### src/rtl/regfile_scoreboard_if.sv
// rtl/regfile_scoreboard_if.sv - decode/writeback bus for the register file with pending scoreboard
interface regfile_scoreboard_if #(
    parameter int XLEN  = 32,
    parameter int DEPTH = 32,
    parameter int AW    = 5,
    parameter int NRD   = 2
);
    logic              we;
    logic [AW-1:0]     WriteAddr;
    logic [XLEN-1:0]   WriteData;
    logic [NRD-1:0]    ReadEn;
    logic [NRD*AW-1:0] ReadAddr;
    logic [NRD*XLEN-1:0] ReadData;
    logic [NRD-1:0]    ReadBusy;
    logic              sb_set;
    logic [AW-1:0]     sb_addr;
    logic              sb_flush;
    logic [DEPTH-1:0]  busy_vec;
    logic [AW:0]       pend_cnt;

    modport master (
        output we, WriteAddr, WriteData, ReadEn, ReadAddr, sb_set, sb_addr, sb_flush,
        input  ReadData, ReadBusy, busy_vec, pend_cnt
    );

    modport slave (
        input  we, WriteAddr, WriteData, ReadEn, ReadAddr, sb_set, sb_addr, sb_flush,
        output ReadData, ReadBusy, busy_vec, pend_cnt
    );
endinterface

### src/rtl/regfile_scoreboard.sv
// rtl/regfile_scoreboard.sv - register file with hardwired x0, write forwarding and pending scoreboard
module regfile_scoreboard #(
    parameter int XLEN     = 32,
    parameter int DEPTH    = 32,
    parameter int AW       = 5,
    parameter int NRD      = 2,
    parameter int READ_LAT = 0
) (
    input  logic clk,
    input  logic rst,
    regfile_scoreboard_if.slave bus
);
    logic [XLEN-1:0]     regs [DEPTH];
    logic [DEPTH-1:0]    busy;
    logic [AW:0]         cnt;
    logic [NRD*XLEN-1:0] rd_data;
    logic [NRD-1:0]      rd_busy;
    logic                inc;
    logic                dec;

    always_ff @(posedge clk) begin
        if (rst) begin
            for (int i = 0; i < DEPTH; i++) regs[i] <= '0;
        end else if (bus.we && bus.WriteAddr != '0) begin
            regs[bus.WriteAddr] <= bus.WriteData;
        end
    end

    // A same-register set keeps the bit pending, so the write does not count as a clear.
    assign inc = bus.sb_set && bus.sb_addr != '0 && !busy[bus.sb_addr];
    assign dec = bus.we && busy[bus.WriteAddr] &&
                 !(bus.sb_set && bus.sb_addr == bus.WriteAddr);

    always_ff @(posedge clk) begin
        if (rst || bus.sb_flush) begin
            busy <= '0;
            cnt  <= '0;
        end else begin
            if (bus.we) busy[bus.WriteAddr] <= 1'b0;
            if (bus.sb_set && bus.sb_addr != '0) busy[bus.sb_addr] <= 1'b1;
            cnt <= cnt + (AW+1)'(inc) - (AW+1)'(dec);
        end
    end

    assign bus.busy_vec = busy;
    assign bus.pend_cnt = cnt;

    for (genvar p = 0; p < NRD; p++) begin : g_rd
        logic [AW-1:0] ra;
        logic          hit;
        logic          fwd;
        assign ra  = bus.ReadAddr[p*AW +: AW];
        assign hit = bus.ReadEn[p] && ra != '0;
        assign fwd = bus.we && bus.WriteAddr == ra;
        assign rd_data[p*XLEN +: XLEN] = !hit ? '0 : (fwd ? bus.WriteData : regs[ra]);
        assign rd_busy[p] = hit && busy[ra] && !fwd;
    end

    if (READ_LAT == 0) begin : g_comb
        assign bus.ReadData = rst ? '0 : rd_data;
        assign bus.ReadBusy = rst ? '0 : rd_busy;
    end else begin : g_reg
        logic [NRD*XLEN-1:0] q_data;
        logic [NRD-1:0]      q_busy;
        always_ff @(posedge clk) begin
            if (rst) begin
                q_data <= '0;
                q_busy <= '0;
            end else begin
                q_data <= rd_data;
                q_busy <= rd_busy;
            end
        end
        assign bus.ReadData = rst ? '0 : q_data;
        assign bus.ReadBusy = rst ? '0 : q_busy;
    end
endmodule
### src/flat_wrapper.sv
// flat-port wrapper written by rule: the top's interface ports become plain ports
module regfile_scoreboard_flat 
#(
    parameter int XLEN     = 32,
    parameter int DEPTH    = 32,
    parameter int AW       = 5,
    parameter int NRD      = 2,
    parameter int READ_LAT = 0
)
  (clk, rst, bus_we, bus_WriteAddr, bus_WriteData, bus_ReadEn, bus_ReadAddr, bus_sb_set, bus_sb_addr, bus_sb_flush, bus_ReadData, bus_ReadBusy, bus_busy_vec, bus_pend_cnt);
  regfile_scoreboard_if #(.XLEN(XLEN), .DEPTH(DEPTH), .AW(AW), .NRD(NRD)) bus_i ();
  input  logic clk;
  input  logic rst;
  input wire logic [$bits(bus_i.we)-1:0] bus_we;
  input wire logic [$bits(bus_i.WriteAddr)-1:0] bus_WriteAddr;
  input wire logic [$bits(bus_i.WriteData)-1:0] bus_WriteData;
  input wire logic [$bits(bus_i.ReadEn)-1:0] bus_ReadEn;
  input wire logic [$bits(bus_i.ReadAddr)-1:0] bus_ReadAddr;
  input wire logic [$bits(bus_i.sb_set)-1:0] bus_sb_set;
  input wire logic [$bits(bus_i.sb_addr)-1:0] bus_sb_addr;
  input wire logic [$bits(bus_i.sb_flush)-1:0] bus_sb_flush;
  output wire logic [$bits(bus_i.ReadData)-1:0] bus_ReadData;
  output wire logic [$bits(bus_i.ReadBusy)-1:0] bus_ReadBusy;
  output wire logic [$bits(bus_i.busy_vec)-1:0] bus_busy_vec;
  output wire logic [$bits(bus_i.pend_cnt)-1:0] bus_pend_cnt;
  assign bus_i.we = bus_we;
  assign bus_i.WriteAddr = bus_WriteAddr;
  assign bus_i.WriteData = bus_WriteData;
  assign bus_i.ReadEn = bus_ReadEn;
  assign bus_i.ReadAddr = bus_ReadAddr;
  assign bus_i.sb_set = bus_sb_set;
  assign bus_i.sb_addr = bus_sb_addr;
  assign bus_i.sb_flush = bus_sb_flush;
  assign bus_ReadData = bus_i.ReadData;
  assign bus_ReadBusy = bus_i.ReadBusy;
  assign bus_busy_vec = bus_i.busy_vec;
  assign bus_pend_cnt = bus_i.pend_cnt;
  regfile_scoreboard #(.XLEN(XLEN), .DEPTH(DEPTH), .AW(AW), .NRD(NRD), .READ_LAT(READ_LAT)) u_core (.clk(clk), .rst(rst), .bus(bus_i));
endmodule
### config.mk
export PLATFORM = sky130hd
export DESIGN_NAME = regfile_scoreboard_flat
export DESIGN_NICKNAME = d
export VERILOG_FILES = /design/src/rtl/regfile_scoreboard_if.sv /design/src/rtl/regfile_scoreboard.sv /design/src/flat_wrapper.sv
export SDC_FILE = /design/constraint.sdc
export NUM_CORES = 2
export LEC_CHECK = 0
export CAP_MARGIN = 20
export CORE_MARGIN = 3
export CORE_UTILIZATION = 30
export CTS_BUF_LIST = sky130_fd_sc_hd__clkbuf_2 sky130_fd_sc_hd__clkbuf_4 sky130_fd_sc_hd__clkbuf_8
export CTS_CLUSTER_SIZE = 12
export DETAILED_ROUTE_END_ITERATION = 16
export GPL_TIMING_DRIVEN = 0
export PLACE_DENSITY = 0.51
export SLEW_MARGIN = 0
export SYNTH_ARGS = -nofsm -noshare
export SYNTH_HDL_FRONTEND = slang
export SYNTH_SLANG_ARGS = --single-unit
### constraint.sdc
create_clock -name clk -period 4.4 [get_ports clk]
set_input_delay 1.1 -clock clk [delete_from_list [all_inputs] [get_ports clk]]
set_output_delay 1.1 -clock clk [all_outputs]
set_load 0.02 [all_outputs]
==> impl_metrics.tcl <==
set metrics [dict create \
    outcome "finished with violations" \
    violations "setup timing" \
    die_h_um 446.0 \
    synth_seq_cells 1062 \
    async_flop_share_pct 0 \
    grt_overflow 0 \
    worstPathRequired_ns 3.30 \
    cts_root_buf "clkbuf_8" \
    routed_wirelength_um 227800 \
    clkLatencyLatePin_ns 0.96 \
    syn_avg_cell_area_um2 15.28 \
    fin_nets 4372 \
    clock_sinks 1062 \
    p_seq_share_pct 47.2 \
    max_freq_mhz 217.1 \
    placed_cells 6526 \
    die-area_mm2 0.1990 \
    drt_first_pass_iters 5 \
    synth_edf_count 1024 \
    first_global_vias 38770 \
    setup_slack_ns -0.2052 \
    cp.arrival_ns 3.51 \
    setup_viol 62 \
    maxSlewViolCount 0 \
    fin_tns_setup_ns -6.375 \
    portBuffers 146 \
    syn_to_final_growth_pct 24.49 \
    grt_pass1_wl_um 309500 \
    path_clk_slew_ns 0.06 \
    utilization_pct 37.79 \
    fillers 17930 \
    finalNonFillerCells 6974 \
    grt.total_usage_pct 22.53 \
    synthCells 3802 \
    grtUsageMet3_pct 3.993 \
    ys_top_cells_by_area "edfxtp_1, mux4_2, and2_1, clkbuf_1, mux2i_1" \
    relSlewSlack_pct 21.33 \
    swShare_pct 27.68 \
    htreeDepth 4 \
    drive_gt1_share_pct 34.46 \
    drc_errors 0 \
    grt.met2_usage_pct 37.36 \
    crit_buf_inv 5 \
    fin_skew_ns 0.01828 \
    yosysTopAreaCell "edfxtp_1" \
    ys_warn_count 0 \
    hold_viol_final 0 \
    routabilityCongestion 0.9346 \
    place_hpwl_um 167300 \
    cp_slowest_cell "mux4_2" \
    leakagePower_nw 24.68 \
    crit_chain "buf_12, buf_16, buf_12, buf_16, mux4_2, mux4_2, nor2b_1, a211o_1, buf_6" \
    cts_buffers 181 \
    synth.yosys.seq_area_share_pct 54.24 \
    gr-usage-met1_pct 27.92 \
    coreArea_mm2 0.1914 \
    critPathLaunchType "input pin" \
    synthesis.area_mm2 0.05809 \
    min_period_over_period_pct 104.7 \
    rsz0062_at_grt "true" \
    route.vias.total 37970 \
    clockBufferDepth 3 \
    layout_min_cycle_time_ns 4.605 \
    synth.distinct_cells 55 \
    ys.flop_type "edfxtp_1" \
    hold_class "register to register" \
    synth_top_cell_area_share_pct 52.93 \
    crit_path_max_fanout 8 \
    slowest_delay_ns 0.54 \
    num_rows 160 \
    crit_type "input pin to output pin" \
    grt_max_degree 33 \
    cp_top_family "multiplexers" \
    peakVddDrop_mv 0.3406 \
    cap_violations 0 \
    combPwrFrac_pct 16.1 \
    drt_iter0_markers 4210 \
    r2r_slack_ns 1.19 \
    tightest_slew_ns 1.180 \
    clkPwrFrac_pct 36.7 \
    via_per_inst 5.444 \
    end_kind "output pin" \
    drtAntennaViolNets 0 \
    p_sw_mw 6.961 \
    top_usage_layer "met2" \
    grt_antenna_before_repair 12 \
    cts_tree "yes" \
    io_pins 163 \
    initial_core_util_pct 30.35 \
    wl_per_cell_um 32.67 \
    die_w_um 446.0 \
    powerDensity_mw_per_mm2 347.7 \
    internal_power_mw 18.19 \
]
timing repair:
action                      CTS  global route
resized for setup          1062           206
hold endpoints to repair      0             0
gates cloned                 16             8
buffers inserted             67            30
pin swaps                    68            70
hold buffers                  0             0
setup endpoints to repair    66            66
routing by layer:
metal | wire length (µm) | up-vias
li1 | - | 15720
met3 | 15940 | 479
met1 | 87560 | 20060
met2 | 111000 | 1712
met5 | 0 | -
met4 | 13280 | 0
final timing paths:
kind | start | cells after the start | endpoint
min reg2reg | u_core.bus.busy_vec[0]$_SDFF_PP0_ | 1 | u_core.bus.busy_vec[0]$_SDFF_PP0_
max | bus_ReadAddr[0] | 9 | bus_ReadData[23]
max reg2reg | u_core.bus.busy_vec[3]$_SDFF_PP0_ | 14 | u_core.bus.pend_cnt[4]$_SDFF_PP0_
min | u_core.bus.busy_vec[0]$_SDFF_PP0_ | 1 | u_core.bus.busy_vec[0]$_SDFF_PP0_
cells by family after synthesis:
logic type,Yosys count,share of synthesized area (%)
buffers and inverters,430,3.356
AOI/OAI and AO/OA,304,3.821
DFF,1062,54.24
xor gates and xnor gates,19,0.2865
adders and majority gates,7,0.1637
and+or+nand+nor,1288,13.49
other,1,0.006455
muxes,691,24.64
cells in the final DEF (no fill, tap or decap), types with 15 or more instances in the layout:
master / netlist / layout
edfxtp_1: 1024 / 1024
and2_1: 994 / 994
mux4_2: 583 / 585
clkbuf_1: 313 / 218
clkbuf_8: 0 / 201
nor2b_1: 131 / 99
buf_6: 28 / 79
clkbuf_4: 0 / 79
buf_12: 0 / 75
clkdlybuf4s50_1: 0 / 75
buf_4: 13 / 72
a211oi_2: 0 / 64
mux2i_4: 0 / 58
clkinv_1: 0 / 50
nor2_1: 50 / 48
buf_16: 0 / 45
nand2_1: 43 / 43
mux2i_1: 100 / 39
dfxtp_1: 38 / 38
a211o_1: 62 / 37
a21oi_1: 38 / 36
o21ai_0: 32 / 32
a211oi_1: 126 / 32
conb_1: 1 / 32
nor2b_4: 0 / 30
a211oi_4: 0 / 30
or2_2: 29 / 29
clkbuf_2: 0 / 28
clkinv_2: 0 / 28
buf_8: 2 / 27
a211o_4: 0 / 24
inv_1: 21 / 21
xnor2_1: 17 / 15
cells in the mapped netlist, types with 2 or more instances:
cell,n
a211o_1,62
a211oi_1,126
a21oi_1,38
a221oi_1,6
a221oi_2,2
a22oi_1,9
a311oi_1,2
and2_1,994
buf_1,10
buf_2,43
buf_4,13
buf_6,28
buf_8,2
clkbuf_1,313
dfxtp_1,38
edfxtp_1,1024
ha_1,6
inv_1,21
mux2_1,2
mux2i_1,100
mux4_1,6
mux4_2,583
nand2_1,43
nand2b_1,3
nand3_1,10
nand3b_1,7
nand4_1,3
nor2_1,50
nor2b_1,131
nor3_1,4
nor3b_1,4
o2111a_1,2
o2111ai_1,2
o211a_1,3
o211ai_1,6
o21ai_0,32
o21ai_1,2
o21bai_1,5
o22ai_1,4
or2_1,2
or2_2,29
or3b_1,2
xnor2_1,17
xor2_1,2
sequential cells by signal, summed over array words and instances, names as in the netlist:
register,count
u_core.bus.busy_vec,32
u_core.bus.pend_cnt,6
u_core.regs,1024
power by group through the flow:
stage                     sequential [mW]  clock (mW)  combinational, mW
after floorplan                      12.0           0               1.94
after detailed placement             12.1           0               3.30
after CTS                            11.9        9.35               3.86
final                                11.9        9.23               4.04
after global routing                 11.9        9.75               4.14
after global placement               12.1           0               3.22
stage by stage:
step                      hold WS, ns  setup WS, ns  instance area, µm²  total power, mW
after floorplan                0.5581        0.1678               58210            13.92
after global placement         0.5224        -2.531               62810            15.28
after detailed placement       0.5295        -2.083               63580            15.38
after CTS                      0.5382       -0.2067               71260            25.09
after global routing           0.5598       -0.1820               72310            25.82
final                          0.5331       -0.2052               72320            25.15
area by class of cell:
class	instances	area, µm²	share of cell area, %
Tap cell	2511	3142	4.344
Inverter	21	78.83	0.1090
Sequential cell	1062	31510	43.57
Timing Repair Buffer	296	3902	5.396
Buffer	403	3323	4.595
Multi-Input combinational cell	2341	26750	36.99
Antenna cell	8	20.02	0.02768
Clock buffer	230	2859	3.953
Clock inverter	102	729.5	1.009
Note: power is estimated with default switching activity, not from simulation.
